File: config.mk
export PLATFORM = sky130hd
export DESIGN_NAME = run_sequencer_flat
export DESIGN_NICKNAME = d
export VERILOG_FILES = /design/src/rtl/run_sequencer_if.sv /design/src/rtl/run_sequencer.sv /design/src/flat_wrapper.sv
export SDC_FILE = /design/constraint.sdc
export NUM_CORES = 1
export LEC_CHECK = 0
export CORE_ASPECT_RATIO = 0.8
export CORE_MARGIN = 5
export CORE_UTILIZATION = 57
export CTS_CLUSTER_DIAMETER = 150
export CTS_CLUSTER_SIZE = 28
export DETAILED_ROUTE_END_ITERATION = 7
export PLACE_DENSITY = 0.95
export RECOVER_POWER = 50
export SYNTH_ARGS = -nofsm -noshare
export SYNTH_HDL_FRONTEND = slang
export SYNTH_SLANG_ARGS = --single-unit
File: constraint.sdc
create_clock -name Clk -period 4.6 [get_ports Clk]
set_clock_uncertainty 0.1 [all_clocks]
set_input_delay 1.38 -clock Clk [delete_from_list [all_inputs] [get_ports Clk]]
set_output_delay 1.38 -clock Clk [all_outputs]
set_load 0.01 [all_outputs]
File: src/rtl/run_sequencer_if.sv
// Host-side request/response handshake bundle for run_sequencer.
// master = host/bench, slave = sequencer.
interface run_sequencer_if #(
   parameter int unsigned PW = 2,
   parameter int unsigned CW = 16
);
   logic          ReqValid;
   logic [PW-1:0] ReqProg;
   logic          ReqReady;
   logic          RspValid;
   logic          RspReady;
   logic [CW-1:0] RspCycles;
   logic [PW-1:0] RspProg;
   logic          RspTimeout;

   modport master (
      output ReqValid, ReqProg, RspReady,
      input  ReqReady, RspValid, RspCycles, RspProg, RspTimeout
   );

   modport slave (
      input  ReqValid, ReqProg, RspReady,
      output ReqReady, RspValid, RspCycles, RspProg, RspTimeout
   );
endinterface

File: src/rtl/run_sequencer.sv
// Run controller: starts a processor program, times it until Ack, reports the result.
// Optional watchdog compiled in with `define RUN_SEQ_TIMEOUT_EN.
module run_sequencer #(
   parameter int unsigned    PW           = 2,
   parameter int unsigned    CW           = 16,
   parameter int unsigned    START_CYCLES = 2,
   parameter logic [CW-1:0]  TIMEOUT      = 16'd60000
) (
   input  logic                Clk,
   input  logic                Reset_n,
   run_sequencer_if.slave      bus,
   output logic                Start,
   output logic [PW-1:0]       ProgSel,
   input  logic                Ack,
   output logic                Busy
);

   localparam int unsigned SCW = (START_CYCLES > 1) ? $clog2(START_CYCLES) : 1;
   localparam logic [SCW-1:0] START_LAST = SCW'(START_CYCLES - 1);

   typedef enum logic [1:0] {IDLE, START, RUN, REPORT} state_t;

   state_t         state, stateNext;
   logic [SCW-1:0] startCnt, startCntNext;
   logic [CW-1:0]  cycleCnt, cycleCntNext;
   logic [PW-1:0]  progQ, progNext;
   logic [CW-1:0]  rspCyclesQ, rspCyclesNext;
   logic           rspTimeoutQ, rspTimeoutNext;
   logic           reqReadyQ, startQ, busyQ, rspValidQ;

   always_comb begin
      stateNext      = state;
      startCntNext   = startCnt;
      cycleCntNext   = cycleCnt;
      progNext       = progQ;
      rspCyclesNext  = rspCyclesQ;
      rspTimeoutNext = rspTimeoutQ;
      case (state)
         IDLE: begin
            if (bus.ReqValid && reqReadyQ) begin
               progNext     = bus.ReqProg;
               startCntNext = '0;
               stateNext    = START;
            end
         end
         START: begin
            if (startCnt == START_LAST) begin
               cycleCntNext = '0;
               stateNext    = RUN;
            end else begin
               startCntNext = startCnt + 1'b1;
            end
         end
         RUN: begin
            // Halt is tested first so it wins over a same-cycle watchdog hit.
            if (Ack) begin
               rspCyclesNext  = cycleCnt;
               rspTimeoutNext = 1'b0;
               stateNext      = REPORT;
            end
`ifdef RUN_SEQ_TIMEOUT_EN
            else if (cycleCnt == TIMEOUT - 1'b1) begin
               rspCyclesNext  = TIMEOUT;
               rspTimeoutNext = 1'b1;
               stateNext      = REPORT;
            end
`endif
            else if (cycleCnt != '1) begin
               cycleCntNext = cycleCnt + 1'b1;
            end
         end
         REPORT: begin
            if (bus.RspReady && rspValidQ) stateNext = IDLE;
         end
         default: stateNext = IDLE;
      endcase
   end

   // Handshake outputs are registered from the next state so they line up with it.
   always_ff @(posedge Clk or negedge Reset_n) begin
      if (!Reset_n) begin
         state       <= IDLE;
         startCnt    <= '0;
         cycleCnt    <= '0;
         progQ       <= '0;
         rspCyclesQ  <= '0;
         rspTimeoutQ <= 1'b0;
         reqReadyQ   <= 1'b1;
         startQ      <= 1'b0;
         busyQ       <= 1'b0;
         rspValidQ   <= 1'b0;
      end else begin
         state       <= stateNext;
         startCnt    <= startCntNext;
         cycleCnt    <= cycleCntNext;
         progQ       <= progNext;
         rspCyclesQ  <= rspCyclesNext;
         rspTimeoutQ <= rspTimeoutNext;
         reqReadyQ   <= (stateNext == IDLE);
         startQ      <= (stateNext == START);
         busyQ       <= (stateNext != IDLE);
         rspValidQ   <= (stateNext == REPORT);
      end
   end

   assign Start         = startQ;
   assign Busy          = busyQ;
   assign ProgSel       = progQ;
   assign bus.ReqReady  = reqReadyQ;
   assign bus.RspValid  = rspValidQ;
   assign bus.RspCycles = rspCyclesQ;
   assign bus.RspProg   = progQ;
`ifdef RUN_SEQ_TIMEOUT_EN
   assign bus.RspTimeout = rspTimeoutQ;
`else
   // Without the watchdog the flag is constant; TIMEOUT is referenced only to keep it bound.
   assign bus.RspTimeout = (TIMEOUT == '0) & 1'b0 & rspTimeoutQ;
`endif

endmodule

File: src/flat_wrapper.sv
// flat-port wrapper written by rule: the top's interface ports become plain ports
module run_sequencer_flat 
#(
   parameter int unsigned    PW           = 2,
   parameter int unsigned    CW           = 16,
   parameter int unsigned    START_CYCLES = 2,
   parameter logic [CW-1:0]  TIMEOUT      = 16'd60000
)
  (Clk, Reset_n, Start, ProgSel, Ack, Busy, bus_ReqValid, bus_ReqProg, bus_RspReady, bus_ReqReady, bus_RspValid, bus_RspCycles, bus_RspProg, bus_RspTimeout);
  run_sequencer_if #(.PW(PW), .CW(CW)) bus_i ();
  input  logic Clk;
  input  logic Reset_n;
  output logic Start;
  output logic [PW-1:0] ProgSel;
  input  logic Ack;
  output logic Busy;
  input wire logic [$bits(bus_i.ReqValid)-1:0] bus_ReqValid;
  input wire logic [$bits(bus_i.ReqProg)-1:0] bus_ReqProg;
  input wire logic [$bits(bus_i.RspReady)-1:0] bus_RspReady;
  output wire logic [$bits(bus_i.ReqReady)-1:0] bus_ReqReady;
  output wire logic [$bits(bus_i.RspValid)-1:0] bus_RspValid;
  output wire logic [$bits(bus_i.RspCycles)-1:0] bus_RspCycles;
  output wire logic [$bits(bus_i.RspProg)-1:0] bus_RspProg;
  output wire logic [$bits(bus_i.RspTimeout)-1:0] bus_RspTimeout;
  assign bus_i.ReqValid = bus_ReqValid;
  assign bus_i.ReqProg = bus_ReqProg;
  assign bus_i.RspReady = bus_RspReady;
  assign bus_ReqReady = bus_i.ReqReady;
  assign bus_RspValid = bus_i.RspValid;
  assign bus_RspCycles = bus_i.RspCycles;
  assign bus_RspProg = bus_i.RspProg;
  assign bus_RspTimeout = bus_i.RspTimeout;
  run_sequencer #(.PW(PW), .CW(CW), .START_CYCLES(START_CYCLES), .TIMEOUT(TIMEOUT)) u_core (.Clk(Clk), .Reset_n(Reset_n), .bus(bus_i), .Start(Start), .ProgSel(ProgSel), .Ack(Ack), .Busy(Busy));
endmodule
==> results of run 1 <==
cell families (layout without fill, tap and decap cells):
family	count (synthesis)	count (layout)	share of synthesized area (%)
compound gates	50	50	16.7
other cells	1	1	0.182
flops	41	41	49.8
fa+ha+maj	1	1	0.607
mux	16	16	8.68
buf+inv	20	45	4.79
xor+xnor	1	1	0.425
simple gates	64	64	18.8
stage by stage:
stage / hold slack [ps] / setup WS (ps) / total power (W) / cells / cell area (um2)
6_report: 383 / 1350 / 0.00119 / 261 / 2430
5_1_grt: 439 / 1110 / 0.00128 / 261 / 2430
4_1_cts: 386 / 1420 / 0.00120 / 261 / 2430
3_5_place_dp: 369 / 1120 / 0.000960 / 253 / 2340
3_3_place_gp: 364 / 1120 / 0.000953 / 253 / 2340
2_1_floorplan: 386 / 2150 / 0.000796 / 194 / 2060
flip-flops by register name (all words and copies together) (netlist names):
| signal | cells |
|---|---|
| u_core.state | 2 |
| u_core.bus.RspCycles | 16 |
| u_core.bus.ReqReady | 1 |
| u_core.bus.RspValid | 1 |
| u_core.Start | 1 |
| u_core.Busy | 1 |
| u_core.startCnt | 1 |
| u_core.cycleCnt | 16 |
| u_core.ProgSel | 2 |
routing by layer:
layer | part of all wire, % | track usage (%) | up-vias | routed length (um)
met4 | 1.1 | 7.73 | 0 | 48
met1 | 45 | 26.6 | 786 | 1940
met5 | 0 | 0 | - | 0
met3 | 8.5 | 5.06 | 5 | 365
li1 | - | - | 757 | -
met2 | 45 | 26.9 | 67 | 1960
cell type report:
type	count	share of cell area [%]
Sequential cell	41	42.3
Multi-Input combinational cell	133	38.5
Timing Repair Buffer	31	12.4
Clock buffer	8	3.71
Tap cell	42	2.16
Inverter	6	0.927
final timing paths:
path | startpoint | to | slack, ps | cells past startpoint
setup reg to reg | u_core.state[1] | u_core.cycleCnt[11] | 2220 | 4
setup / recovery | Ack | u_core.cycleCnt[6] | 1350 | 7
hold reg to reg | u_core.bus.RspCycles[13] | u_core.bus.RspCycles[13] | 380 | 2
hold / removal | u_core.bus.RspCycles[13] | u_core.bus.RspCycles[13] | 380 | 2
min in group asynchronous | Reset_n | u_core.bus.RspCycles[9] | 1590 | 1
max in group asynchronous | Reset_n | u_core.cycleCnt[1] | 1570 | 1
worst register-to-register path, cell delays in order, from the launching register on:
cell and delay, ps:
dfrtp_1 850, inv_1 420, or3_1 460, o32a_1 330, o21bai_1 140
layout by cell type (no fill, tap or decap), drive strengths merged, types with 5 or more instances in the layout:
master	instances
nand2	15
mux2	15
clkdlybuf4s50	26
clkbuf	9
a21oi	14
nand3	6
dfrtp	40
nor2	13
nor3	7
inv	6
o21ai	9
o2bb2ai	5
report_power, final:
part           internal (W)  leakage (nW)  switching, W
combinational      0.000198         0.432      0.000219
sequential         0.000430         0.546      0.000108
clock              0.000122        0.0455      0.000117
==> metrics.cfg, run 1 <==
[timing]
period_share_pct=70.7
tns_ps=0
worstMarginPinSlew_ps=2130
setup_violations=0
rsz0062_at_grt=false
finalCriticalPeriod_ps=3250
hold_viol_final=0
slew_headroom_pct=-42.3
clock.fmax_mhz=307
slew_violations=42

[yosys]
ys_seq_area_share_pct=49.8
synth_seq_cells=41
ys_top_cells_by_count=dfrtp_1 (40), mux2_2 (15), nand2_1 (15)
yosysWarnings=0
synth_top_area_share_pct=48.5
synthTopCellsByArea=dfrtp_1 (49%), mux2_2 (8.2%), a21oi_1 (3.2%), nand2_1 (2.7%), nor2_1 (2.4%)
synth_most_common_cell=dfrtp_1
async_flop_share_pct=100
netlist_area_mm2=0.00206
synth.largest_area_cell=dfrtp_1
ys_types=54
synth_flop_cell=dfrtp_1
syn_area_per_cell_um2=10.6
synth_cells=194
syn_nets=202
synth-edff-count=0

[critical_path]
timing.critical_path.cells=dlygate4sd3_1, nand3b_1, buf_4, o21ai_1, a2111oi_2, and4_1, nor3_2
arrival_ps=3340
cp.required_ps=4690
cp_num_buf_inv=2
critPathMaxStageDelay_ps=650
crit_family=buffers and inverters
cp-start-kind=input port
endpoint_kind=flop
crit_type=in -> reg
crit_path_top_delay_cell=dlygate4sd3_1
critPathMaxFanout=20

[die]
start_util_pct=59.4
fp.dieW_um=77.2
coreArea_mm2=0.00347
num_io_pins=32
rows=19
dieArea_mm2=0.00493
die_h_um=63.8

[pwr]
power_density_mw_per_mm2=492
p_leak_nw=1.02
vdd_drop_max_mv=0.452

[global_route]
overflow=0
antenna_found_initial=0
grt_pass1_vias=1437
grt_pass1_wl_um=7320
grt_max_degree=42
track_usage_pct=18.6

[clocking]
path_clk_slew_ps=70
post-cts-setup-buffer-count=0
clk-insertion-delay-late_ps=300
clkSinkCount=41
cts_max_path_buffers=2
cts_hold_buf=0
clockRootBuffer=clkbuf_8
cts_buffers=5
htree_levels=2
cts_resized=0
cts_tree=yes

[placement]
io_buffers=30
hpwl_um=3090
gp_congestion=0.918

[route]
ant_nets=0
routedWlPerCell_um=16.5
drcViolationCount=0
vias_per_cell=6.19
first_pass_iters=4
routed_wl_um=4310
vias=1615
drt_iter0_drc=104

[layout]
multi_input_area_um2=936
n_antenna_cell=0
regArea_mm2=0.00103
drive_above_1_share_pct=15.5
syn_to_final_growth_pct=17.8
fill_cells=268
nets=226
fin_util_pct=70.0

[status]
status=finished, violations left
violations=max-capacitance violations, max-slew violations

[worst_hold_path]
hold_class=reg -> reg

[flow_run]
drv_cap=1

(Power assumes the default switching activity.)
==> run 2: changes to the inputs <==
CORE_UTILIZATION = 48   (was 57)
PLACE_DENSITY = 0.87   (was 0.95)
clock period = 2.7 ns   (was 4.6 ns; I/O delays follow)
==> run 2 against run 1 <==
  * The flow now finishes without violations
  * Via count shrank 1.7%
  * Critical endpoint is now u_core.bus.RspCycles[2]
  * Clock power is 74% higher
  * Non-clock buffer count increased by 6
  * Global-route usage decreased by 1.4 points
  * Utilization down 11 points
  * Count of clock-buffer cells in the layout is the same
  * Die area grew 16%
  * Cell count up 8.0%
  * Register-to-register slack got worse by 1800 ps
  * Critical path depth is 3 lower
  * Largest cell class unchanged
  * Design area up 2.1%
==> metrics.cfg, run 2 (same netlist as run 1, synthesis figures left out) <==
[route]
ant_nets=0
vias=1587
drt_iter0_drc=178
routedWlPerCell_um=15.9
drcViolationCount=0
vias_per_cell=5.63
routed_wl_um=4470
first_pass_iters=4

[die]
rows=21
fp.dieW_um=83.3
coreArea_mm2=0.00418
start_util_pct=49.4
die_h_um=68.6
num_io_pins=32
dieArea_mm2=0.00571

[layout]
drive_above_1_share_pct=16.9
layout_commonest_cell=dfrtp_1
layout.cells.non_filler=282
syn_to_final_growth_pct=20.3
n_antenna_cell=0
nets=232
fill_cells=355
layout_common_cells=dfrtp_1 (40), clkdlybuf4s50_1 (27), nand2_1 (15), mux2_2 (15)

[worst_hold_path]
hold_class=reg -> reg

[timing]
hold_viol_final=0
tns_ps=0
slew_headroom_pct=35.2
worstMarginPinSlew_ps=972
period_share_pct=87.7
finalCriticalPeriod_ps=2370
rsz0062_at_grt=false
clock.fmax_mhz=422
setup_violations=0
slew_violations=0

[pwr]
p_leak_nw=1.04
p_sw_w=0.000768
internal_power_w=0.00130
vdd_drop_max_mv=0.596
pwr-share-clk_pct=20.1
seqPwrFrac_pct=41.8
combPwrFrac_pct=38.2
power_density_mw_per_mm2=833
switching_share_pct=37.2

[critical_path]
cp.required_ps=2780
crit_type=in -> reg
critPathMaxFanout=19
cp-start-kind=input port
endpoint_kind=flop
arrival_ps=2450

[clocking]
clkSinkCount=41
cts_buffers=5
cts_max_path_buffers=2
clockRootBuffer=clkbuf_8
post-cts-setup-buffer-count=0
cts_hold_buf=0
htree_levels=2
clk-insertion-delay-late_ps=300
path_clk_slew_ps=70
cts_tree=yes
cts_resized=0

[global_route]
track_usage_pct=17.2
antenna_found_initial=0
grt_max_degree=42
overflow=0
grt_pass1_wl_um=7620
grt_pass1_vias=1540

[status]
status=completed

[placement]
hpwl_um=3230
gp_congestion=0.932
numPlacedInstances=274
io_buffers=30

[flow_run]
drv_cap=0

-- run 2: layout make-up --
type / count / area (um2) / area share (%)
multi-input cells: 133 / 936 / 37.7
repair buffers: 37 / 334 / 13.5
well taps: 57 / 71.3 / 2.87
clock buffers: 8 / 90.1 / 3.63
inverters: 6 / 22.5 / 0.908
flip-flops and latches: 41 / 1030 / 41.4
-- run 2: metal layers --
layer  up-vias  global-route usage, %  routed length (um)
met4         0                   4.29                  45
met5         -                      0                   0
li1        772                      -                   -
met1       763                   22.5                2140
met2        45                   27.5                2000
met3         7                   6.53                 288
-- run 2: per-stage QoR --
step | utilization, % | total power, W | instance area (um2) | setup slack [ps] | hold WS, ps
2_1_floorplan | - | 0.00136 | 2060 | 820 | 386
3_3_place_gp | 57.6 | 0.00165 | 2400 | 266 | 359
3_5_place_dp | 57.6 | 0.00168 | 2400 | 240 | 372
4_1_cts | 59.7 | 0.00210 | 2490 | 384 | 389
5_1_grt | 59.4 | 0.00220 | 2480 | 214 | 419
6_report | 59.4 | 0.00207 | 2480 | 331 | 378
-- run 2: final timing paths --
kind,cells after the start,from,slack (ps),to
setup / recovery,4,Ack,330,u_core.bus.RspCycles[2]
hold / removal,2,u_core.bus.RspCycles[11],380,u_core.bus.RspCycles[11]
setup reg to reg,6,u_core.state[1],410,u_core.cycleCnt[2]
hold reg to reg,2,u_core.bus.RspCycles[11],380,u_core.bus.RspCycles[11]
max in group asynchronous,2,Reset_n,1250,u_core.cycleCnt[14]
min in group asynchronous,2,Reset_n,640,u_core.bus.RspCycles[4]
-- run 2: power groups by stage --
stage,logic (W),registers [W],clock network [W]
6_report,0.000789,0.000863,0.000415
5_1_grt,0.000861,0.000885,0.000456
4_1_cts,0.000809,0.000863,0.000431
3_5_place_dp,0.000804,0.000874,0
3_3_place_gp,0.000785,0.000869,0
2_1_floorplan,0.000501,0.000855,0
-- run 2: critical path, cell delays in order --
cell             delay (ps)
clkdlybuf4s50_1         430
nand3b_1                100
clkbuf_1                680
mux2_2                  420
==> run 3: changes to the inputs <==
RECOVER_POWER = unset   (was 50)
==> run 3 against run 2 <==
  * Fmax rose by 3.5%
  * Register-to-register slack better by 200 ps
  * Critical path depth fell by 3
  * Total power up 0.80%
  * Combinational power is 2% higher
  * Highest routed layer unchanged
==> metrics.cfg, run 3 (same netlist as run 1, synthesis figures left out) <==
[status]
status=completed

[critical_path]
cp.required_ps=1790
critPathMaxFanout=3
timing.critical_path.cells=clkdlybuf4s50_1
cp-start-kind=flop
crit_family=flip-flops
cp_num_buf_inv=1
crit_path_top_delay_cell=dfstp_2
critPathMaxStageDelay_ps=540
endpoint_kind=output pin
arrival_ps=1380
crit_type=reg -> out

[pwr]
internal_power_w=0.00132
combPwrFrac_pct=38.7
switching_share_pct=36.9
p_sw_w=0.000768
seqPwrFrac_pct=41.4
vdd_drop_max_mv=0.592
power_density_mw_per_mm2=835
pwr-share-clk_pct=19.9
p_leak_nw=1.06

[timing]
hold_ws_ps=378
hold_viol_final=0
clock.fmax_mhz=437
tns_ps=0
worstMarginPinSlew_ps=501
setup_violations=0
slew_headroom_pct=66.6
rsz0062_at_grt=false
slew_violations=0
finalCriticalPeriod_ps=2290
period_share_pct=84.8

[layout]
fill_cells=350
final_area_mm2=0.00249
drive_above_1_share_pct=18.2
layout_commonest_cell=dfrtp_1
syn_to_final_growth_pct=21.0
n_antenna_cell=0
nets=232
layout_common_cells=dfrtp_1 (40), clkdlybuf4s50_1 (29), nand2_1 (15), mux2_2 (15)
fin_util_pct=59.7

[global_route]
track_usage_pct=17.2
grt_pass1_vias=1540
grt_max_degree=42
overflow=0
grt_pass1_wl_um=7620
antenna_found_initial=0

[clocking]
cts_max_path_buffers=2
clkSinkCount=41
cts_buffers=5
clk-insertion-delay-late_ps=300
cts_hold_buf=0
clockRootBuffer=clkbuf_8
cts_resized=0
cts_tree=yes
path_clk_slew_ps=70
htree_levels=2
post-cts-setup-buffer-count=0

[route]
drt_iter0_drc=189
wl_met2_um=1980
vias=1606
routed.top_layer=met4
routed_wl_um=4490
routedWlPerCell_um=15.9
first_pass_iters=4
dr_wl_met3_um=310
vias_per_cell=5.70
ant_nets=0
met1Wirelength_um=2160
drcViolationCount=0

[die]
start_util_pct=49.4
die_h_um=68.6
fp.dieW_um=83.3
rows=21
dieArea_mm2=0.00571
coreArea_mm2=0.00418
num_io_pins=32

[flow_run]
drv_cap=0

[worst_hold_path]
hold_class=reg -> reg

[placement]
gp_congestion=0.932
hpwl_um=3230
dpl_cell_area_mm2=0.00240
io_buffers=30

run 3: changes by cell type in the layout (fill, tap and decap cells not counted):
cell	delta
buf_4	+4
clkbuf_1	-3
clkbuf_2	-1
clkdlybuf4s50_1	+2
dlygate4sd3_1	-2
run 3: stage by stage:
stage | worst slack, ps | power, W | cells
floorplan | 820 | 0.00136 | 194
global placement | 266 | 0.00165 | 274
detailed placement | 240 | 0.00168 | 274
CTS | 384 | 0.00210 | 282
global route | 348 | 0.00222 | 282
finish | 412 | 0.00208 | 282
run 3: power groups by stage:
stage / logic (W) / registers, W / clock network, W
2_1_floorplan: 0.000501 / 0.000855 / 0
4_1_cts: 0.000809 / 0.000863 / 0.000431
3_3_place_gp: 0.000785 / 0.000869 / 0
3_5_place_dp: 0.000804 / 0.000874 / 0
5_1_grt: 0.000879 / 0.000886 / 0.000456
6_report: 0.000806 / 0.000864 / 0.000414
run 3: area by class of cell:
cell class,instances,area (um2),area share [%]
Clock buffer,8,90.1,3.61
Timing Repair Buffer,37,348,13.9
Sequential cell,41,1030,41.2
Inverter,6,22.5,0.903
Multi-Input combinational cell,133,936,37.5
Tap cell,57,71.3,2.86
run 3: final timing paths:
path | start | endpoint | depth (start not counted) | slack, ps
worst max-delay path | u_core.bus.ReqReady | bus_ReqReady | 1 | 410
worst min-delay path | u_core.bus.RspCycles[11] | u_core.bus.RspCycles[11] | 2 | 380
worst max register to register | u_core.cycleCnt[0] | u_core.cycleCnt[14] | 6 | 610
worst min register to register | u_core.bus.RspCycles[11] | u_core.bus.RspCycles[11] | 2 | 380
max in group asynchronous | Reset_n | u_core.bus.ReqReady | 2 | 1660
min in group asynchronous | Reset_n | u_core.bus.RspCycles[6] | 2 | 460
run 3: worst reg2reg max path, cell delays in order, from the launching register on:
cell and delay (ps):
dfrtp_1 460, ha_1 260, nand3_1 240, nor2_1 140, a21oi_2 420, o21ai_1 200, o2bb2ai_1 170
run 3: per-layer routing:
layer  GRT usage [%]  up-vias
met5               0        -
met1            22.5      766
met2            27.5       60
met4            4.29        0
met3            6.53        7
li1                -      773
